==> src/rtl/wb_stage.sv <==
// Writeback stage: retires ALU results in one cycle and holds loads in
// WAIT_LOAD until the data memory responds, aligning and extending the word
// before writing the register file.
// Optional feature macro: WB_LOAD_TIMEOUT_EN (abort a load after
// TIMEOUT_CYCLES cycles without a response and raise a sticky load_fault).
module wb_stage #(
    parameter int unsigned TIMEOUT_CYCLES = 16
) (
    input  logic        clk,
    input  logic        reset,
    input  logic        valid_i,
    output logic        ready_o,
    input  logic [4:0]  rd_i,
    input  logic        rd_we_i,
    input  logic [31:0] alu_result_i,
    input  logic        is_load_i,
    input  logic [2:0]  funct3_i,
    input  logic [1:0]  addr_lo_i,
    input  logic        dmem_rvalid,
    input  logic [31:0] dmem_rdata,
    output logic [4:0]  a_rd,
    output logic [31:0] d_rd,
    output logic        we_rd,
    output logic        load_fault
);

    typedef enum logic {
        ST_IDLE = 1'b0,
        ST_WAIT = 1'b1
    } state_t;

    state_t      state_q;
    logic        ready_q;
    logic [4:0]  a_rd_q;
    logic [31:0] d_rd_q;
    logic        we_rd_q;

    // Pending load captured at the handshake.
    logic [4:0]  pend_rd_q;
    logic        pend_we_q;
    logic [2:0]  pend_f3_q;
    logic [1:0]  pend_addr_q;

    logic [31:0] load_data_c;

    // Select the addressed byte/halfword and extend it according to funct3.
    function automatic logic [31:0] load_align(input logic [2:0]  f3,
                                               input logic [1:0]  addr,
                                               input logic [31:0] word);
        logic [7:0]  b;
        logic [15:0] h;
        case (addr)
            2'd0:    b = word[7:0];
            2'd1:    b = word[15:8];
            2'd2:    b = word[23:16];
            default: b = word[31:24];
        endcase
        h = addr[1] ? word[31:16] : word[15:0];
        case (f3)
            3'b000:  load_align = {{24{b[7]}}, b};
            3'b100:  load_align = {24'd0, b};
            3'b001:  load_align = {{16{h[15]}}, h};
            3'b101:  load_align = {16'd0, h};
            default: load_align = word;
        endcase
    endfunction

    // Aligned load result for the pending instruction.
    always_comb begin
        load_data_c = load_align(pend_f3_q, pend_addr_q, dmem_rdata);
    end

`ifdef WB_LOAD_TIMEOUT_EN
    localparam int unsigned CNT_W = (TIMEOUT_CYCLES > 1) ? $clog2(TIMEOUT_CYCLES + 1) : 1;
    localparam logic [CNT_W-1:0] CNT_LAST = CNT_W'(TIMEOUT_CYCLES - 1);

    logic [CNT_W-1:0] cnt_q;
    logic             fault_q;
`else
    // Timeout length only matters when the abort logic is built.
    logic unused_timeout_cfg;
    assign unused_timeout_cfg = (TIMEOUT_CYCLES == 0);
`endif

    // Handshake FSM, writeback port and optional load timeout.
    always_ff @(posedge clk) begin
        if (reset) begin
            state_q     <= ST_IDLE;
            ready_q     <= 1'b1;
            a_rd_q      <= 5'd0;
            d_rd_q      <= 32'd0;
            we_rd_q     <= 1'b0;
            pend_rd_q   <= 5'd0;
            pend_we_q   <= 1'b0;
            pend_f3_q   <= 3'd0;
            pend_addr_q <= 2'd0;
`ifdef WB_LOAD_TIMEOUT_EN
            cnt_q       <= '0;
            fault_q     <= 1'b0;
`endif
        end else begin
            we_rd_q <= 1'b0;
            case (state_q)
                ST_IDLE: begin
                    if (valid_i) begin
                        if (is_load_i) begin
                            pend_rd_q   <= rd_i;
                            pend_we_q   <= rd_we_i;
                            pend_f3_q   <= funct3_i;
                            pend_addr_q <= addr_lo_i;
                            state_q     <= ST_WAIT;
                            ready_q     <= 1'b0;
`ifdef WB_LOAD_TIMEOUT_EN
                            cnt_q       <= '0;
`endif
                        end else begin
                            a_rd_q  <= rd_i;
                            d_rd_q  <= alu_result_i;
                            we_rd_q <= rd_we_i && (rd_i != 5'd0);
                        end
                    end
                end
                ST_WAIT: begin
                    // A response on the expiry edge still wins over the abort.
                    if (dmem_rvalid) begin
                        a_rd_q  <= pend_rd_q;
                        d_rd_q  <= load_data_c;
                        we_rd_q <= pend_we_q && (pend_rd_q != 5'd0);
                        state_q <= ST_IDLE;
                        ready_q <= 1'b1;
`ifdef WB_LOAD_TIMEOUT_EN
                    end else if (cnt_q == CNT_LAST) begin
                        state_q <= ST_IDLE;
                        ready_q <= 1'b1;
                        fault_q <= 1'b1;
                        cnt_q   <= '0;
                    end else begin
                        cnt_q   <= cnt_q + CNT_W'(1);
`endif
                    end
                end
                default: begin
                    state_q <= ST_IDLE;
                    ready_q <= 1'b1;
                end
            endcase
        end
    end

    assign ready_o = ready_q;
    assign a_rd    = a_rd_q;
    assign d_rd    = d_rd_q;
    assign we_rd   = we_rd_q;
`ifdef WB_LOAD_TIMEOUT_EN
    assign load_fault = fault_q;
`else
    assign load_fault = 1'b0;
`endif

endmodule

==> config.mk <==
export PLATFORM = sky130hd
export DESIGN_NAME = wb_stage
export DESIGN_NICKNAME = d
export VERILOG_FILES = /design/src/rtl/wb_stage.sv
export SDC_FILE = /design/constraint.sdc
export NUM_CORES = 1
export LEC_CHECK = 0
export CORE_AREA = 10 10 92 94
export CTS_CLUSTER_SIZE = 20
export DETAILED_ROUTE_END_ITERATION = 8
export DIE_AREA = 0 0 102 104
export PLACE_DENSITY = 0.9
export SLEW_MARGIN = 15
export SYNTH_ARGS = -nofsm -noshare
export SYNTH_HDL_FRONTEND = slang
export SYNTH_SLANG_ARGS = --single-unit
==> constraint.sdc <==
create_clock -name clk -period 4.1 [get_ports clk]
set_clock_uncertainty 0.05 [all_clocks]
set_input_delay 0.615 -clock clk [delete_from_list [all_inputs] [get_ports clk]]
set_output_delay 0.615 -clock clk [all_outputs]
set_load 0.01 [all_outputs]
==> flow_summary.json, run 1 <==
{
  "grt-ovfl-total": 0,
  "start_util_pct": 47.10,
  "rsz0062_at_grt": "false",
  "cts_hold_buf": 0,
  "drv_slew": 0,
  "ys_seq_area_share_pct": 32.45,
  "numPortBuffers": 118,
  "die_y_um": 104,
  "grt_pass1_vias": 3248,
  "antenna_found_initial": 0,
  "synth-simple-area-share_pct": 20.95,
  "vias_per_cell": 6.116,
  "dpl-instance-area_sq_um": 4229,
  "drt-total-wl_um": 10640,
  "fin_nets": 533,
  "root_buffer": "clkbuf_8",
  "cp_max_fo": 17,
  "seqCellArea_sq_um": 1021,
  "synth-xor-area-share_pct": 0,
  "yosysWarnings": 0,
  "hold_path.class": "flip-flop to flip-flop",
  "drtIter0Drc": 204,
  "clockBufferDepth": 2,
  "multi_input_area_sq_um": 1883,
  "synth_edf_count": 0,
  "synth_mux_area_share_pct": 7.117,
  "grtUsageTotal_pct": 19.47,
  "firstDrtPassIters": 5,
  "p_leak_nw": 1.512,
  "worst_skew_pair.late_latency_ns": 0.31,
  "worstMarginPinSlew_ns": 0.9758,
  "cp-end-kind": "flip-flop",
  "cp.arrival_ns": 2.90,
  "ir_drop_v": 0.0002075,
  "synth_fp_nets": 437,
  "final_area_sq_um": 4369,
  "status": "finished clean",
  "drive_above_1_share_pct": 8.590,
  "synthCells": 357,
  "r2r_setup_slack_ns": 1.61,
  "finalHoldViolations": 0,
  "place_congestion": 0.9112,
  "worstPathRequired_ns": 4.26,
  "io_pins": 120,
  "clock_sinks": 51,
  "ys_ff_latch": 51,
  "diodes": 0,
  "fmaxAchievable_mhz": 365.6,
  "syn2layout_area_growth_pct": 38.85,
  "post-dp-hpwl_um": 8011,
  "cts_tree": "yes",
  "fillers": 553,
  "rows": 30,
  "num_vias": 3266,
  "async_flop_share_pct": 0,
  "die_area_sq_um": 10610,
  "grt_max_degree": 51,
  "grt_pass1_wl_um": 16870,
  "cts_setup_buffers": 0,
  "setup_viol": 0,
  "wl_per_cell_um": 19.93,
  "synth_compound_area_share_pct": 31.65,
  "numCtsBuffers": 5,
  "worstSetupStartpointType": "primary input",
  "slew-limit-headroom_pct": 34.86,
  "p_per_area_nw_per_um2": 308.9,
  "synth_ff_type": "dfxtp_1",
  "final.setup.tns_ns": 0,
  "cts_max_level": 2,
  "cts.clk_slew.worst_paths_ns": 0.10,
  "syn_area_sq_um": 3147,
  "synth_adder_area_share_pct": 0,
  "period_share_pct": 66.72,
  "finalCriticalPeriod_ns": 2.735,
  "coreArea_sq_um": 6681,
  "synth_top_family_by_area": "compound AO/OA/AOI/OAI gates",
  "cts_resized": 0,
  "die_w_um": 102,
  "ant_nets": 0,
  "avgSynthCellArea_sq_um": 8.814,
  "drv_cap": 0,
  "drt_drc_violations_left": 0,
  "critical_path_class": "primary input to flip-flop",
  "synthDistinctLibCells": 61
}
==> cell usage after synthesis, types with 2 or more instances <==
cell	number	area share, %
a2111oi_2	7	3.3
a211o_1	10	2.8
a211oi_1	12	2.9
a21oi_1	27	4.3
a221oi_1	5	1.4
a32o_1	9	2.9
and2_1	2	0.40
and3_1	6	1.2
and3b_1	3	0.84
buf_2	7	1.1
buf_4	4	0.95
buf_6	9	3.2
clkbuf_1	10	1.2
dfxtp_1	51	32
inv_1	5	0.60
mux2_2	6	2.1
mux2i_1	12	3.8
nand2_1	35	4.2
nand2b_1	9	1.8
nand3_1	4	0.64
nand3b_1	2	0.48
nor2_1	32	3.8
nor2b_1	2	0.40
nor3_4	2	1.0
nor3b_1	5	1.2
nor4_1	10	2.0
o211ai_1	2	0.48
o21a_1	6	1.4
o21ai_0	15	2.4
o21ai_2	2	0.56
o221ai_1	7	1.9
o22ai_1	5	0.99
o311a_1	5	1.6
or4_1	2	0.48
==> path summary, 6_finish.rpt <==
path / startpoint / endpoint / depth (start not counted)
min: pend_we_q / pend_we_q / 2
max: valid_i / d_rd[13] / 6
max reg2reg: pend_addr_q[1] / d_rd[11] / 4
min reg2reg: pend_we_q / pend_we_q / 2
==> routing by layer <==
layer  vias up  wire (um)  GRT usage, %
met5         -          0             0
met4         0        146         4.234
met3        14       1172         6.113
met2       149       5186         32.92
met1      1551       4138         23.21
li1       1552          -             -
==> metrics by stage <==
| stage | utilization [%] | total power [mW] | hold WS [ns] | instances | worst slack [ns] |
|---|---|---|---|---|---|
| after global routing | 65.39 | 1.403 | 0.4263 | 534 | 1.217 |
| after CTS | 65.39 | 1.349 | 0.4142 | 534 | 1.385 |
| final | 65.39 | 1.350 | 0.4223 | 534 | 1.365 |
| after global placement | 63.30 | 0.9150 | 0.3939 | 526 | 1.166 |
| after floorplan | - | 0.7525 | 0.3868 | 357 | 2.252 |
| after detailed placement | 63.30 | 0.9243 | 0.3988 | 526 | 1.079 |
==> area by class of cell <==
type | instances | area share [%]
multi-input cells | 268 | 43.10
repair buffers | 122 | 27.61
flip-flops and latches | 51 | 23.37
well taps | 80 | 2.291
clock inverters | 3 | 1.632
clock buffers | 5 | 1.575
inverters | 5 | 0.4296
==> worst max-delay path, cell delays in order <==
cell and delay [ns]:
clkdlybuf4s50_1 0.50, or3b_1 0.54, nand2_1 0.51, buf_4 0.31, nor2_1 0.08, a2111oi_2 0.33
==> kinds of logic (layout without fill, tap and decap cells) <==
family | count (synthesis) | after routing
AOI/OAI and AO/OA | 125 | 125
buffers and inverters | 38 | 135
DFF | 51 | 51
muxes | 20 | 20
other | 1 | 1
and+or+nand+nor | 122 | 122
==> power by group <==
part	total, mW	internal, mW	switching [mW]
registers	0.561	0.531	0.0302
clock network	0.433	0.248	0.185
logic	0.356	0.191	0.165
total	1.35	0.969	0.380
==> cell usage in the layout (no fill, tap or decap), types with 7 or more instances in the layout <==
cell / count
a2111oi_2: 7
a211o_1: 10
a211oi_1: 12
a21oi_1: 27
a32o_1: 9
clkdlybuf4s50_1: 117
dfxtp_1: 51
mux2i_1: 12
nand2_1: 35
nand2b_1: 9
nor2_1: 32
nor4_1: 10
o21ai_0: 15
o221ai_1: 7
==> registers in the layout, indices dropped and copies added, names as in the netlist <==
name         count
pend_addr_q      2
pend_rd_q        5
pend_f3_q        3
pend_we_q        1
state_q          1
d_rd            32
we_rd            1
a_rd             5
ready_o          1
No activity file was read; power rests on OpenSTA's default activity.
==> run 2, diff against run 1 <==
Settings changed: CORE_AREA 10 10 92 94 to 10 10 100 102, DIE_AREA 0 0 102 104 to 0 0 110 112, PLACE_DENSITY 0.9 to 0.81.
Clock period 4.1 ns to 2.4 ns, I/O delays scaled along.
==> run 2 against run 1 <==
Sequential cell count unchanged. Sequential share of layout area fell by 0.48 points. Sequential power is 69% higher. Clock power grew 14%. Total power grew 54%. Combinational power is 80% higher. Non-clock buffer count is 14 higher. Cell count up 7.1%. Die area increased by 16%. Critical path depth fell by 1. Via count increased by 1.7%. Critical endpoint is now d_rd[10]. Highest routed layer unchanged.
==> flow_summary.json, run 2 (same netlist as run 1, synthesis figures left out) <==
{
  "power.total_mw": 2.085,
  "coreArea_sq_um": 8051,
  "drt_drc_violations_left": 0,
  "finalCriticalPeriod_ns": 2.023,
  "slew-limit-headroom_pct": 61.26,
  "vias_per_cell": 5.804,
  "io_pins": 120,
  "grt_pass1_wl_um": 17530,
  "hold_path.class": "flip-flop to flip-flop",
  "grtUsageTotal_pct": 17.46,
  "final.setup.tns_ns": 0,
  "layout_setup_ws_ns": 0.3770,
  "numCtsBuffers": 5,
  "dp_cells": 565,
  "cp_max_fo": 33,
  "grt_pass1_vias": 3443,
  "place_congestion": 0.8492,
  "rsz0062_at_grt": "false",
  "largest_reg_flops": 32,
  "cts_resized": 0,
  "drv_cap": 0,
  "diodes": 0,
  "r2r-start": "state_q",
  "post-dp-hpwl_um": 8578,
  "drtIter0Drc": 202,
  "fin_nets": 547,
  "fmaxAchievable_mhz": 494.3,
  "period_share_pct": 84.29,
  "clock_sinks": 51,
  "worstMarginPinSlew_ns": 0.5812,
  "fillers": 757,
  "r2r_cells": 5,
  "drv_slew": 0,
  "wl_per_cell_um": 19.14,
  "antenna_found_initial": 0,
  "whs_path_depth": 2,
  "r2r_setup_slack_ns": 0.38,
  "final_common_cell": "clkdlybuf4s50_1",
  "finalHoldViolations": 0,
  "cts.clk_slew.worst_paths_ns": 0.09,
  "worstSetupStartpointType": "flip-flop",
  "min_from": "pend_rd_q[3]",
  "hold_path_end": "pend_rd_q[3]",
  "grt-ovfl-total": 0,
  "root_buffer": "clkbuf_8",
  "seqCellArea_sq_um": 1021,
  "dpl-instance-area_sq_um": 4378,
  "syn2layout_area_growth_pct": 41.75,
  "grt_max_degree": 50,
  "ir_drop_v": 0.0002413,
  "die_y_um": 112,
  "multi_input_area_sq_um": 1883,
  "cp-end-kind": "flip-flop",
  "final_area_sq_um": 4461,
  "cp.arrival_ns": 2.18,
  "die_w_um": 110,
  "num_vias": 3320,
  "clockBufferDepth": 2,
  "rows": 33,
  "drt-total-wl_um": 10950,
  "post-place-ws_ns": 0.1968,
  "cts_tree": "yes",
  "ant_nets": 0,
  "cts_max_level": 2,
  "reg2reg_to": "d_rd[10]",
  "cts_setup_buffers": 0,
  "numPortBuffers": 118,
  "start_util_pct": 39.08,
  "critical_path_class": "flip-flop to flip-flop",
  "worst_skew_pair.late_latency_ns": 0.31,
  "die_area_sq_um": 12320,
  "fin_cells": 572,
  "p_per_area_nw_per_um2": 467.4,
  "p_leak_nw": 1.560,
  "cts_hold_buf": 0,
  "drive_above_1_share_pct": 11.13,
  "firstDrtPassIters": 4,
  "final_cell_mix": "117 x clkdlybuf4s50_1, 51 x dfxtp_1, 35 x nand2_1",
  "crit_start": "state_q",
  "worstPathRequired_ns": 2.56,
  "status": "finished clean",
  "setup_viol": 0
}
run 2: cell types whose count changed in the layout (fill, tap and decap cells not counted), sizes merged:
| cell | delta |
|---|---|
| inv | -1 |
| bufinv | -2 |
| clkinv | +2 |
| buf | +14 |
run 2: per-layer routing:
metal,global-route usage (%),vias to the layer above,wire length [um]
met2,27.76,143,5270
met1,20.90,1572,4425
met5,0,-,0
li1,-,1585,-
met4,7.813,0,296
met3,5.363,20,958
run 2: metrics by stage:
stage | util (%) | hold slack, ns
CTS | 55.40 | 0.4255
detailed placement | 54.37 | 0.4122
finish | 55.40 | 0.4252
global placement | 54.37 | 0.3952
global route | 55.40 | 0.4523
floorplan | - | 0.3868
run 2: power breakdown:
group          switching [mW]  internal [mW]
combinational           0.298          0.344
clock                   0.295          0.200
sequential             0.0411          0.907
run 2: worst max-delay path by stage:
stage	endpoint	slack (ns)	depth (start not counted)
2_1_floorplan	d_rd[10]	0.73	4
3_3_place_gp	d_rd[13]	0.30	6
3_5_place_dp	d_rd[10]	0.20	6
4_1_cts	d_rd[10]	0.40	5
5_1_grt	d_rd[13]	0.21	5
6_report	d_rd[10]	0.38	5
run 2: worst max-delay path, cell delays in order, from the launching register on:
cell	delay [ns]
dfxtp_1	0.60
nand2_1	0.42
nand2_1	0.23
buf_12	0.20
nor2_1	0.07
a2111oi_2	0.33
run 2: area by class of cell:
class | instances | share of cell area, %
Clock inverter | 2 | 0.3086
Sequential cell | 51 | 22.89
Multi-Input combinational cell | 268 | 42.22
Clock buffer | 5 | 1.543
Tap cell | 105 | 2.945
Inverter | 5 | 0.4208
Timing Repair Buffer | 136 | 29.68
==> run 3, diff against run 2 <==
Settings changed: CORE_AREA 10 10 100 102 to 10 10 95 97, DIE_AREA 0 0 110 112 to 0 0 105 107, PLACE_DENSITY 0.81 to 0.85.
Clock period 2.4 ns to 1.9 ns, I/O delays scaled along.
==> run 3 against run 2 <==
Wire length up 1.1%. Largest cell class unchanged. Global-route usage increased by 1.7 points. Critical endpoint is now a_rd[4]. Cell area increased by 3.3%. Total power rose by 31%. Count of clock-buffer cells in the layout rose by 1. Critical path type is now primary input to flip-flop. Largest power group unchanged.
==> flow_summary.json, run 3 (same netlist as run 1, synthesis figures left out) <==
{
  "critical_path_class": "primary input to flip-flop",
  "cts_resized": 0,
  "root_buffer": "clkbuf_8",
  "post-route-util_pct": 64.57,
  "status": "finished clean",
  "internal-power_mw": 1.909,
  "period_share_pct": 90.55,
  "setup_viol": 0,
  "rsz0062_at_grt": "false",
  "grt-ovfl-total": 0,
  "p_per_area_nw_per_um2": 592.9,
  "cp-end-kind": "flip-flop",
  "rows": 31,
  "syn2layout_area_growth_pct": 46.44,
  "cts_hold_buf": 0,
  "p_seq_share_pct": 43.7,
  "ant_nets": 0,
  "post-dp-hpwl_um": 8738,
  "power.total_mw": 2.732,
  "pwr-share-clk_pct": 25.1,
  "die_y_um": 107,
  "vias_per_cell": 5.804,
  "cp.arrival_ns": 1.90,
  "hold_path.class": "primary input to flip-flop",
  "cp_max_fo": 19,
  "post-place-ws_ns": -0.1391,
  "numPortBuffers": 118,
  "final_common_cell": "clkdlybuf4s50_1",
  "finalCriticalPeriod_ns": 1.720,
  "wl_per_cell_um": 19.02,
  "final_cell_mix": "117 x clkdlybuf4s50_1, 50 x dfxtp_1, 35 x nand2_1",
  "drv_slew": 0,
  "power.switching_mw": 0.8236,
  "fmaxAchievable_mhz": 581.3,
  "worst_skew_pair.late_latency_ns": 0.32,
  "clockBufferDepth": 2,
  "p_leak_nw": 1.650,
  "p_comb_share_pct": 31.2,
  "clock_sinks": 51,
  "die_w_um": 105,
  "grt_pass1_wl_um": 17710,
  "fin_nets": 562,
  "cts.clk_slew.worst_paths_ns": 0.10,
  "final.setup.tns_ns": 0,
  "cts_setup_buffers": 0,
  "largest_reg_flops": 32,
  "num_vias": 3378,
  "antenna_found_initial": 0,
  "io_pins": 120,
  "layout_setup_ws_ns": 0.1796,
  "numCtsBuffers": 5,
  "drt_drc_violations_left": 0,
  "cts_tree": "yes",
  "worstPathRequired_ns": 2.08,
  "die_area_sq_um": 11240,
  "place_congestion": 0.9253,
  "cts_max_level": 2,
  "ir_drop_v": 0.0003237,
  "grt_pass1_vias": 3426,
  "grtUsageTotal_pct": 19.13,
  "worstSetupStartpointType": "primary input",
  "swShare_pct": 30.14,
  "coreArea_sq_um": 7137,
  "finalHoldViolations": 0,
  "drive_above_1_share_pct": 14.49,
  "firstDrtPassIters": 4,
  "grt_max_degree": 24,
  "diodes": 0,
  "drv_cap": 0,
  "drt-total-wl_um": 11070,
  "drtIter0Drc": 194,
  "start_util_pct": 44.09
}
==> run 3: cell types whose count changed in the layout (fill, tap and decap cells not counted) <==
cell,change
dfxtp_2,+1
dfxtp_1,-1
nand2b_2,+1
inv_6,+1
nand2b_1,-1
clkbuf_8,+1
buf_12,+2
clkinv_4,-1
buf_4,+13
==> run 3: final timing paths <==
kind / startpoint / depth (start not counted) / to / slack (ns)
worst max register to register: pend_addr_q[1] / 5 / d_rd[30] / 0.18
worst min-delay path: reset / 2 / pend_addr_q[0] / 0.30
worst min register to register: pend_we_q / 2 / pend_we_q / 0.42
worst max-delay path: valid_i / 7 / a_rd[4] / 0.18
==> run 3: area by class of cell <==
class / instances / area [sq um]
fill: 600 / 2529
timing repair buffer: 151 / 1461
clock buffer: 6 / 82.58
clock inverter: 2 / 13.76
sequential: 51 / 1022
multi-input combinational: 268 / 1886
inverter: 5 / 18.77
tap: 99 / 123.9
==> run 3: per-layer routing <==
metal	up-vias	track usage [%]	share of wire, %
met5	-	0	0
met4	0	7.549	2.8
met3	24	5.269	8.4
met2	151	32.42	49
met1	1590	22.48	40
li1	1613	-	-
==> run 3: power by group through the flow <==
| stage | combinational [mW] | clock [mW] | sequential [mW] |
|---|---|---|---|
| floorplan | 0.384 | 0 | 1.24 |
| global placement | 0.828 | 0 | 1.21 |
| detailed placement | 0.846 | 0 | 1.22 |
| CTS | 0.853 | 0.697 | 1.19 |
| global route | 0.919 | 0.733 | 1.20 |
| finish | 0.853 | 0.686 | 1.19 |
==> run 3: critical path, stage by stage <==
cell and delay [ns]:
clkdlybuf4s50_1 0.50, or3b_1 0.39, nand2_1 0.13, buf_12 0.16, buf_4 0.18, nor2_1 0.05, a211oi_1 0.21
==> run 3: stage by stage <==
stage                     instances  instance area [sq um]  hold slack, ns
after global placement          574                   4508          0.3989
after global routing            582                   4608          0.3051
after CTS                       582                   4604          0.2885
final                           582                   4608          0.2972
after floorplan                 357                   3147          0.3710
after detailed placement        574                   4508          0.4097
